[src/rtl/imem_fetch_arbiter.sv]
`default_nettype none
// +--------------------------------------------------------------------------+
// | Module      : imem_fetch_arbiter                                          |
// | Description : Single-port instruction memory sequencer shared between    |
// |               the core fetch stage (valid/ready request and response)    |
// |               and the program loader (32-bit word writes). Registers     |
// |               fetch responses and classifies misaligned / out-of-range   |
// |               fetches into one-shot exceptions.                          |
// | Revision    : 1.0 - initial release                                      |
// +--------------------------------------------------------------------------+
// | Ports                                                                     |
// |   clk, rst_n          clock, synchronous active-low reset                 |
// |   flush               drop the outstanding fetch response (redirect)      |
// |   fetch_req_*         fetch request: valid/ready handshake, byte PC       |
// |   fetch_rsp_*         registered response: valid/ready, instruction word, |
// |                       exception enable, code and value (faulting PC)      |
// |   ld_valid/ld_ready   loader write handshake                              |
// |   ld_addr/ld_data     loader byte address and write data                  |
// |   ld_err              one-cycle pulse after a rejected loader write       |
// |   mem_addr/mem_we/    array port, driven combinationally from the         |
// |   mem_wdata/mem_rdata granted requester; mem_rdata is combinational      |
// +--------------------------------------------------------------------------+

module imem_fetch_arbiter #(
   parameter int unsigned XLEN         = 64,
   parameter int unsigned MEM_SIZE     = 2048,
   parameter int unsigned LD_BURST_MAX = 4
) (
   input  logic            clk,
   input  logic            rst_n,
   input  logic            flush,
   // fetch request
   input  logic            fetch_req_valid,
   output logic            fetch_req_ready,
   input  logic [XLEN-1:0] fetch_req_pc,
   // fetch response
   output logic            fetch_rsp_valid,
   input  logic            fetch_rsp_ready,
   output logic [31:0]     fetch_rsp_instr,
   output logic            fetch_rsp_exc_en,
   output logic [3:0]      fetch_rsp_exc_code,
   output logic [XLEN-1:0] fetch_rsp_exc_val,
   // program loader
   input  logic            ld_valid,
   output logic            ld_ready,
   input  logic [XLEN-1:0] ld_addr,
   input  logic [31:0]     ld_data,
   output logic            ld_err,
   // instruction array port
   output logic [XLEN-1:0] mem_addr,
   input  logic [31:0]     mem_rdata,
   output logic            mem_we,
   output logic [31:0]     mem_wdata
);

   // ------------------------------------------------------------------
   // Constants
   // ------------------------------------------------------------------
   localparam logic [31:0]       c_nop_instr        = 32'h0000_0013;
   localparam logic [3:0]        c_exc_misaligned   = 4'd0;
   localparam logic [3:0]        c_exc_access_fault = 4'd1;
   localparam int unsigned       c_cnt_w            = $clog2(LD_BURST_MAX + 1);
   localparam logic [c_cnt_w-1:0] c_burst_limit     = c_cnt_w'(LD_BURST_MAX);
   localparam logic [XLEN-1:0]   c_mem_words        = XLEN'(MEM_SIZE);

   localparam logic [0:0] c_st_idle = 1'b0;
   localparam logic [0:0] c_st_resp = 1'b1;

   // An address is in range when its full word index (all upper bits, not
   // just the bits that address the array) is below the array depth.
   function automatic logic f_in_range(input logic [XLEN-3:0] word_addr);
      return ({2'b00, word_addr} < c_mem_words);
   endfunction

   // ------------------------------------------------------------------
   // State
   // ------------------------------------------------------------------
   logic [0:0]         state_q,          state_d;
   logic [c_cnt_w-1:0] burst_cnt_q,      burst_cnt_d;
   logic               rsp_valid_q,      rsp_valid_d;
   logic [31:0]        rsp_instr_q,      rsp_instr_d;
   logic               rsp_exc_en_q,     rsp_exc_en_d;
   logic [3:0]         rsp_exc_code_q,   rsp_exc_code_d;
   logic [XLEN-1:0]    rsp_exc_val_q,    rsp_exc_val_d;
   logic               ld_err_q,         ld_err_d;

   // ------------------------------------------------------------------
   // Arbitration
   // ------------------------------------------------------------------
   logic w_fetch_elig;
   logic w_ld_elig;
   logic w_burst_full;
   logic w_grant_ld;
   logic w_grant_fetch;
   logic w_ld_ok;
   logic w_mem_we;

   always_comb begin
      // Fetch can only be taken when the response register is free and no
      // redirect is in progress; nothing is granted while held in reset.
      w_fetch_elig  = rst_n && (state_q == c_st_idle) && fetch_req_valid && !flush;
      w_ld_elig     = rst_n && ld_valid;
      w_burst_full  = (burst_cnt_q == c_burst_limit);

      // Loader has priority until it has used up its burst allowance while
      // a fetch is waiting; then the fetch gets one slot.
      w_grant_ld    = w_ld_elig && !(w_fetch_elig && w_burst_full);
      w_grant_fetch = w_fetch_elig && !(w_ld_elig && !w_burst_full);

      w_ld_ok       = f_in_range(ld_addr[XLEN-1:2]) && (ld_addr[1:0] == 2'b00);
      w_mem_we      = w_grant_ld && w_ld_ok;
   end

   // ------------------------------------------------------------------
   // Array port
   // ------------------------------------------------------------------
   always_comb begin
      mem_addr = '0;
      if (w_grant_ld) begin
         mem_addr = ld_addr;
      end else if (w_grant_fetch) begin
         mem_addr = fetch_req_pc;
      end
   end

   assign mem_we          = w_mem_we;
   assign mem_wdata       = w_mem_we ? ld_data : 32'h0;
   assign ld_ready        = w_grant_ld;
   assign fetch_req_ready = w_grant_fetch;

   // ------------------------------------------------------------------
   // Next-state logic
   // ------------------------------------------------------------------
   always_comb begin
      state_d        = state_q;
      rsp_valid_d    = rsp_valid_q;
      rsp_instr_d    = rsp_instr_q;
      rsp_exc_en_d   = rsp_exc_en_q;
      rsp_exc_code_d = rsp_exc_code_q;
      rsp_exc_val_d  = rsp_exc_val_q;

      // A rejected write is reported one cycle after it was accepted.
      ld_err_d = w_grant_ld && !w_ld_ok;

      // The burst counter only measures loader grants that made a pending
      // fetch wait. It saturates because grants taken while a response is
      // held (where fetch cannot win anyway) would otherwise overflow it.
      if (!fetch_req_valid || w_grant_fetch) begin
         burst_cnt_d = '0;
      end else if (w_grant_ld && !w_burst_full) begin
         burst_cnt_d = burst_cnt_q + c_cnt_w'(1);
      end else begin
         burst_cnt_d = burst_cnt_q;
      end

      case (state_q)
         c_st_idle: begin
            if (w_grant_fetch) begin
               state_d     = c_st_resp;
               rsp_valid_d = 1'b1;
               // Misalignment outranks the range check.
               if (fetch_req_pc[1:0] != 2'b00) begin
                  rsp_instr_d    = c_nop_instr;
                  rsp_exc_en_d   = 1'b1;
                  rsp_exc_code_d = c_exc_misaligned;
                  rsp_exc_val_d  = fetch_req_pc;
               end else if (!f_in_range(fetch_req_pc[XLEN-1:2])) begin
                  rsp_instr_d    = c_nop_instr;
                  rsp_exc_en_d   = 1'b1;
                  rsp_exc_code_d = c_exc_access_fault;
                  rsp_exc_val_d  = fetch_req_pc;
               end else begin
                  rsp_instr_d    = mem_rdata;
                  rsp_exc_en_d   = 1'b0;
                  rsp_exc_code_d = 4'd0;
                  rsp_exc_val_d  = '0;
               end
            end else if (flush) begin
               rsp_valid_d  = 1'b0;
               rsp_exc_en_d = 1'b0;
            end
         end
         c_st_resp: begin
            // Handshake and flush both retire the response; clearing the
            // exception flag here is what makes it one-shot.
            if (flush || fetch_rsp_ready) begin
               state_d      = c_st_idle;
               rsp_valid_d  = 1'b0;
               rsp_exc_en_d = 1'b0;
            end
         end
         default: begin
            state_d      = c_st_idle;
            rsp_valid_d  = 1'b0;
            rsp_exc_en_d = 1'b0;
         end
      endcase
   end

   // ------------------------------------------------------------------
   // Registers
   // ------------------------------------------------------------------
   always_ff @(posedge clk) begin
      if (!rst_n) begin
         state_q        <= c_st_idle;
         burst_cnt_q    <= '0;
         rsp_valid_q    <= 1'b0;
         rsp_instr_q    <= c_nop_instr;
         rsp_exc_en_q   <= 1'b0;
         rsp_exc_code_q <= 4'd0;
         rsp_exc_val_q  <= '0;
         ld_err_q       <= 1'b0;
      end else begin
         state_q        <= state_d;
         burst_cnt_q    <= burst_cnt_d;
         rsp_valid_q    <= rsp_valid_d;
         rsp_instr_q    <= rsp_instr_d;
         rsp_exc_en_q   <= rsp_exc_en_d;
         rsp_exc_code_q <= rsp_exc_code_d;
         rsp_exc_val_q  <= rsp_exc_val_d;
         ld_err_q       <= ld_err_d;
      end
   end

   // ------------------------------------------------------------------
   // Outputs
   // ------------------------------------------------------------------
   assign fetch_rsp_valid    = rsp_valid_q;
   assign fetch_rsp_instr    = rsp_instr_q;
   assign fetch_rsp_exc_en   = rsp_exc_en_q;
   assign fetch_rsp_exc_code = rsp_exc_code_q;
   assign fetch_rsp_exc_val  = rsp_exc_val_q;
   assign ld_err             = ld_err_q;

endmodule

`default_nettype wire

[config.mk]
export PLATFORM = sky130hd
export DESIGN_NAME = imem_fetch_arbiter
export DESIGN_NICKNAME = d
export VERILOG_FILES = /design/src/rtl/imem_fetch_arbiter.sv
export SDC_FILE = /design/constraint.sdc
export NUM_CORES = 1
export LEC_CHECK = 0
export ABC_AREA = 1
export BUFFER_PORTS_ARGS = -buffer_cell sky130_fd_sc_hd__buf_2
export CORE_AREA = 4 4 155 157
export DETAILED_ROUTE_END_ITERATION = 8
export DIE_AREA = 0 0 159 161
export GPL_ROUTABILITY_DRIVEN = 0
export PLACE_DENSITY_LB_ADDON = 0.25
export SLEW_MARGIN = 20
export SYNTH_ARGS = -nofsm -noshare
export SYNTH_HDL_FRONTEND = slang
export SYNTH_SLANG_ARGS = --single-unit
[constraint.sdc]
create_clock -name clk -period 2.1 [get_ports clk]
set_clock_uncertainty 0.15 [all_clocks]
set_input_delay 0.105 -clock clk [delete_from_list [all_inputs] [get_ports clk]]
set_output_delay 0.105 -clock clk [all_outputs]
set_load 0.02 [all_outputs]
==> summary.md, run 1 <==
| Metric | Value |
|---|---|
| Worst setup path end | mem_wdata[23] |
| Maximum Capacitance Violations | 0 |
| Commonest non-fill, non-tap cell in the layout | buf_2 |
| Top cell type's share of synthesized area | around 42% |
| Crit-path max FO | 7 |
| I/O pins | 400 |
| Violated checks | setup timing |
| Vias in the first global route | approximately 7000 |
| Final setup violation count | between 80 and 90 |
| Num CTS Buffers | 9 |
| Reg2Reg Depth | 15 |
| Initial antenna violation count | 1 |
| Total core area | about 23000 µm² |
| Seq/Total Area, Yosys | between 40% and 50% |
| Share of post-route cells with drive strength above 1 | a little over two fifths |
| Fin crit share | 107% |
| Hold_sp | ld_addr[53] |
| Unrepaired setup endpoints after global routing | yes |
| Post-layout util | 44.7% |
| DR iter-0 viols | about 360 |
| Initial core utilization | 22.0% |
| FP Rows | 55 |
| Cell taking the most area after synthesis | dfxtp_1 |
| Critical path capture point type | output pin |
| DP HPWL | 18700 µm |
| Synth cell types | 26 |
| Max IR drop VDD | about 310 µV |
| Power Density | just over 500 nW/µm² |
| Rel. slew slack | about two thirds |
| Critical Path RT | 1.85 ns |
| Routed wire length | around 27000 µm |
| Slack of the critical path | -0.142 ns |
| Vias | slightly above 7000 |
| First drt pass iteration count | 4 |
| Setup TNS | -4.23 ns |
| Port Buffer Count | around 400 |
| Mapped Area | 4950 µm² |
| Worst reg2reg setup slack | -0.12 ns |
| Routed length per placed instance | between 15 and 20 µm |
| Crit path time final | 2.24 ns |
| H-Tree Depth | 3 |
| Worst-Skew Late Latency | approximately 0.35 ns |
| Clock transition at path regs | ~0.07 ns |
| Hold Fails Final Rpt | 0 |
| CP Data Arrival Time | just under 2 ns |
| Mean Syn Cell Area | 6.62 µm² |
| WS Path Type | flip-flop to output pin |
| Slew @ Worst Pin | 0.523 ns |
| Global-route wire length before repair | 38900 µm |
| Clock sink total | between 100 and 150 |
| CTS tree | yes |
| Synthesis-stage register bit count | 104 |
| Reg-to-Reg End | burst_cnt_q[2]$_SDFFE_PP0P_ |
| Leakage | 4.84 nW |
| Fill cell count | roughly 2300 |
| Status | finished with violations |
| HP Class | input port to flip-flop |
| Post-route DRC | 0 |
| Gr usage total | between 10% and 20% |
| CTS Buffer Depth | 2 |
| Die X-Extent | 159 µm |
| Most frequent cells in the layout | buf_2, nand2_1, a21oi_1, dfxtp_1, dlygate4sd3_1 |
| Gr ovfl total | 0 |
| Max-slew violation count | 0 |
| Final net count | 1460 |
| Pre-CTS setup slack | 0.00396 ns |
| Largest net degree at the start of global routing | 69 |
| Post-Syn Instances | between 700 and 800 |
| Largest cells by area after synthesis | dfxtp_1, nand2_1, a21oi_1 |
| Syn. warnings | 0 |
| Chip Height | roughly 160 µm |
| Worst R2R Start | burst_cnt_q[0]$_SDFFE_PP0P_ |
| Die ar. | around 26000 µm² |
| Fmax | 0.446 GHz |
| Clock Tree Root | clkbuf_16 |
| Area added between synthesis and finish | 103% |
| Crit path launch type | flip-flop |
| Vias per cell | approximately 4.6 |
| Worst Setup SP | burst_cnt_q[1]$_SDFFE_PP0P_ |
| Final ANT Viol Nets | 0 |
flip-flops by register name, indices dropped and copies added (netlist names):
name,flops
fetch_rsp_instr,32
fetch_rsp_exc_val,64
fetch_rsp_exc_code,1
burst_cnt_q,3
fetch_rsp_exc_en,1
state_q,1
fetch_rsp_valid,1
ld_err,1
critical path, stage by stage, from the launching register on:
cell and delay (ns):
dfxtp_2 0.34, inv_2 0.05, ha_4 0.16, nand2_4 0.07, nand2_4 0.05, nand2_4 0.08
inv_4 0.05, nor2_4 0.13, nand3_4 0.12, buf_12 0.17, buf_12 0.15, nor2_2 0.12
buf_4 0.16
how the worst min path moves through the flow:
stage	end	slack, ns	depth (start not counted)
after floorplan	fetch_rsp_instr[0]$_SDFFE_PN1P_	0.08	2
after global placement	fetch_rsp_instr[4]$_SDFFE_PN1P_	0.17	3
after detailed placement	fetch_rsp_instr[4]$_SDFFE_PN1P_	0.18	3
after CTS	fetch_rsp_exc_val[43]$_SDFFE_PN0P_	0.004	4
after global routing	fetch_rsp_exc_val[43]$_SDFFE_PN0P_	0.07	4
final	ld_err$_SDFF_PN0_	0.05	4
cell families after synthesis:
| kind of cell | after synthesis | synth area share, % |
|---|---|---|
| adder cells (fa/ha/maj) | 2 | 0.505 |
| AND/OR/NAND/NOR | 381 | 31.8 |
| other | 1 | 0.0757 |
| flip-flops | 104 | 42.0 |
| XOR/XNOR | 1 | 0.177 |
| buffers and inverters | 117 | 10.2 |
| AO/OA/AOI/OAI | 142 | 15.2 |
through the flow:
stage               instances  hold slack [ns]  cell area [µm²]  total power [mW]
global placement         1414            0.168             7410              2.91
CTS                      1543          0.00399             9660              5.05
detailed placement       1414            0.175             7410              2.91
finish                   1550           0.0467            10100              5.06
floorplan                 750           0.0821             4960              2.47
global route             1550           0.0683            10100              5.28
area by class of cell:
class	instances	area, µm²	share of cell area, %
Clock buffer	11	243	2.41
Timing Repair Buffer	550	4230	42.1
Multi-Input combinational cell	529	2800	27.8
Tap cell	285	357	3.54
Sequential cell	104	2080	20.7
Inverter	66	269	2.67
Antenna cell	1	2.50	0.0249
Clock inverter	4	77.6	0.771
report_power, final:
part	total [mW]	leakage, nW	switching (mW)	internal [mW]
clock	1.87	0.156	0.785	1.08
combinational	1.16	3.84	0.611	0.549
sequential	2.03	0.843	0.0197	2.01
synth_stat cells, drive strengths merged:
cell type / n
clkbuf: 18
xor2: 1
nor2: 78
o21ai: 26
buf: 33
a22oi: 1
a22o: 11
dfxtp: 104
nand3: 27
conb: 1
nand4: 31
ha: 2
or3: 1
a21oi: 104
inv: 66
nor4: 4
nor3: 5
nand2: 235
routing by layer:
metal  vias up  routed length, µm  part of all wire (%)  global-route usage, %
met4         0                889                   3.3                   6.82
met2       298              13900                    52                   35.0
met1      3299              10500                    39                   21.0
li1       3444                  -                     -                      -
met5         -                  0                     0                      0
met3        55               1450                   5.4                   4.06
repair_timing:
item / 4_1_cts / 5_1_grt
buffers inserted: 16 / 5
cloned: 1 / 4
endpoints found under the hold margin: 100 / 0
hold buffers: 100 / 0
pin swaps: 14 / 12
setup endpoints to repair: 98 / 132
resized for setup: 249 / 76
No activity file was read; power rests on OpenSTA's default activity.
==> run 2, diff against run 1 <==
--- a/config.mk
+++ b/config.mk
@@ -5,7 +5,6 @@
 export SDC_FILE = /design/constraint.sdc
 export NUM_CORES = 1
 export LEC_CHECK = 0
-export ABC_AREA = 1
 export BUFFER_PORTS_ARGS = -buffer_cell sky130_fd_sc_hd__buf_2
 export CORE_AREA = 4 4 155 157
 export DETAILED_ROUTE_END_ITERATION = 8
==> run 2 against run 1 <==
Compared with the run above:
- the run still ends with setup timing left
- fmax decreased by 5.2%
- global-route usage up 2.1 points
- flip-flop and latch count is the same
- hold slack got worse by 0.018 ns
- power rose by 0.75%
- sequential power barely moved
- die area unchanged
- critical path type is now input port to output pin
- largest cell class unchanged
==> summary.md, run 2 <==
| Metric | Value |
|---|---|
| Critical Path RT | 1.85 ns (about the same) |
| Top cells by count, synth | nand2_1, dfxtp_1, a21boi_0, inv_1, nor3_1 |
| Die ar. | 25600 µm² (unchanged) |
| Chip Height | 161 µm (unchanged) |
| Routed length per placed instance | 19.6 µm (+14%) |
| Total core area | 22500 µm² (unchanged) |
| Post-synth EDFFs | 0 (unchanged) |
| Ys flop type | dfxtp_1 |
| Post-route DRC | 0 (unchanged) |
| CTS Buffer Depth | 2 (unchanged) |
| I/O pins | 400 (unchanged) |
| Rel. slew slack | 63.2% (-1.7 points) |
| Synth cell types | 31 (+19%) |
| Status | finished with violations |
| Delay-heaviest family, CP | simple AND/OR/NAND/NOR gates |
| Crit-path max FO | 4 (-3) |
| Async set or reset register ratio after synthesis | 0% (unchanged) |
| Fin crit share | 113% (+5.9 points) |
| Unrepaired setup endpoints after global routing | yes |
| DP HPWL | 18700 µm (+0.38%) |
| Setup TNS | -15.49 ns (-11.26 ns) |
| Clock Tree Root | clkbuf_16 |
| Seq/Total Area, Yosys | 43.0% (+0.97 points) |
| Area added between synthesis and finish | 119% |
| Max-slew violation count | 0 (unchanged) |
| Violated checks | setup timing |
| Worst path slowest cell | or4_4 |
| Leakage | 5.35 nW (+11%) |
| Initial core utilization | 21.5% (-0.49 points) |
| Worst path cell trace | buf_2 > nor4_2 > nand4_1 > or4_4 > buf_12 > buf_16 > nor3_4 > buf_6 |
| Vias per cell | 4.65 (+1.6%) |
| Design area | 10600 µm² (+5.5%) |
| # diodes | 0 (-1) |
| Post-Syn Instances | 650 (-13%) |
| Maximum Capacitance Violations | 0 (unchanged) |
| Final net count | 1384 (-5.2%) |
| Placed inst area | 7340 µm² (-1.0%) |
| Port Buffer Count | 396 (unchanged) |
| Largest net degree at the start of global routing | 55 (-20%) |
| Mapped Area | 4840 µm² (-2.2%) |
| Critical path capture point type | output pin |
| Syn. warnings | 0 (unchanged) |
| Slack of the critical path | -0.266 ns (-0.124 ns) |
| Mean Syn Cell Area | 7.45 µm² (+12%) |
| WS Path Type | input port to output pin |
| Die X-Extent | 159 µm (unchanged) |
| Vias in the first global route | 7082 (-0.51%) |
| Routed wire length | 28900 µm (+8.2%) |
| Fmax | 0.423 GHz (-5.2%) |
| Num CTS Buffers | 9 (unchanged) |
| WP buf/inv | 4 (-1) |
| Synthesis-stage register bit count | 104 (unchanged) |
| Max IR drop VDD | 323 µV (+4.8%) |
| Max reg flops | 64 (unchanged) |
| Gr ovfl total | 0 (unchanged) |
| Share of post-route cells with drive strength above 1 | 54.5% (+11 points) |
| Clock sink total | 104 (unchanged) |
| Vias | 6857 (-3.4%) |
| Crit path launch type | input port |
| Power Density | 480 nW/µm² (-4.5%) |
| Global-route wire length before repair | 41800 µm (+7.7%) |
| Clock transition at path regs | 0.08 ns (about the same) |
| First drt pass iteration count | 5 (+1) |
| Commonest non-fill, non-tap cell in the layout | buf_2 |
| Worst-Skew Late Latency | 0.35 ns (about the same) |
| Most instantiated library cell after synthesis | nand2_1 |
| PnR Total Power | 5.10 mW (+0.75%) |
| Final ANT Viol Nets | 0 (unchanged) |
| CP max stage delay | 0.68 ns (+0.34 ns) |
| Crit path time final | 2.37 ns (+0.124 ns) |
| HP Class | input port to flip-flop |
| Largest cells by area after synthesis | dfxtp_1, nand2_1, a21boi_0 |
| Cell taking the most area after synthesis | dfxtp_1 |
| FP Rows | 55 (unchanged) |
| CTS tree | yes |
| Most frequent cells in the layout | buf_2, nand2_1, dfxtp_1 |
| Pre-CTS setup slack | -0.314 ns (-0.318 ns) |
| H-Tree Depth | 3 (unchanged) |
| Slew @ Worst Pin | 0.552 ns (+0.0297 ns) |
| Final setup violation count | 98 (+15%) |
| DR iter-0 viols | 461 (+29%) |
| Hold Fails Final Rpt | 0 (unchanged) |
| Top cell type's share of synthesized area | 43.0% (+0.97 points) |
| Initial antenna violation count | 0 (-1) |
| CP Data Arrival Time | 2.11 ns (+0.12 ns) |
| Gr usage total | 20.8% (+2.1 points) |
==> run 2: cell types whose count changed after synthesis, sizes merged, moves of 21 or more <==
cell	before	now
a21oi	104	4
nor2	78	9
a21boi	0	55
a32o	0	29
nor3	5	34
inv	66	38
nand4	31	7
nor4	4	25
==> run 2: power by group <==
part	internal (mW)	switching (mW)	total, mW
Combinational	0.575	0.683	1.26
Sequential	2.01	0.0208	2.04
Clock	0.866	0.936	1.80
==> run 2: metal layers <==
layer / part of all wire, % / GRT usage (%)
met1: 37 / 22.5
met5: 0 / 0
met2: 52 / 38.5
met4: 3.2 / 7.10
met3: 7.8 / 6.53
==> run 2: worst paths after layout <==
path | start | to | slack (ns) | cells past startpoint
setup / recovery | ld_addr[39] | mem_wdata[24] | -0.27 | 8
hold / removal | ld_valid | burst_cnt_q[0]$_SDFFE_PP0P_ | 0.03 | 4
setup reg to reg | burst_cnt_q[0]$_SDFFE_PP0P_ | fetch_rsp_instr[14]$_SDFFE_PN0P_ | 0.11 | 8
hold reg to reg | fetch_rsp_exc_val[6]$_SDFFE_PN0P_ | fetch_rsp_exc_val[6]$_SDFFE_PN0P_ | 0.31 | 2
==> run 2: logic make-up after synthesis <==
family          Yosys count  share of synthesized area (%)
compound gates          106                           17.0
xor+xnor                  2                          0.362
fa+ha+maj                 2                          0.517
buf+inv                  88                           8.22
flops                   104                           43.0
mux                       1                          0.207
other cells               1                         0.0774
simple gates            346                           30.6
==> run 2: worst min-delay path, cell delays in order <==
cell and delay [ns]:
buf_2 0.11, nand3_1 0.13, xnor2_1 0.08, nor2_1 0.07
==> run 2: cell type report <==
type                    instances  area [µm²]
repair buffers                571        4330
clock buffers                   9         225
fillers                      2101       11900
multi-input cells             460        3370
well taps                     285         357
flip-flops and latches        104        2080
clock inverters                 7        93.8
inverters                      38         158
==> run 2: what timing repair did <==
action | in CTS | in global routing
pin swaps | 25 | 35
setup buffers | 17 | 15
setup endpoints to repair | 107 | 174
hold buffers | 97 | 0
gates resized for setup | 283 | 126
hold endpoints to repair | 98 | 0
gates cloned | 10 | 3
==> run 2: metrics by stage <==
step           std cells  hold slack, ns  util (%)
2_1_floorplan        652           0.109         -
3_3_place_gp        1325           0.192      32.6
4_1_cts             1464          0.0185      44.7
6_report            1474          0.0287      47.2
3_5_place_dp        1325           0.197      32.6
5_1_grt             1474          0.0477      47.2
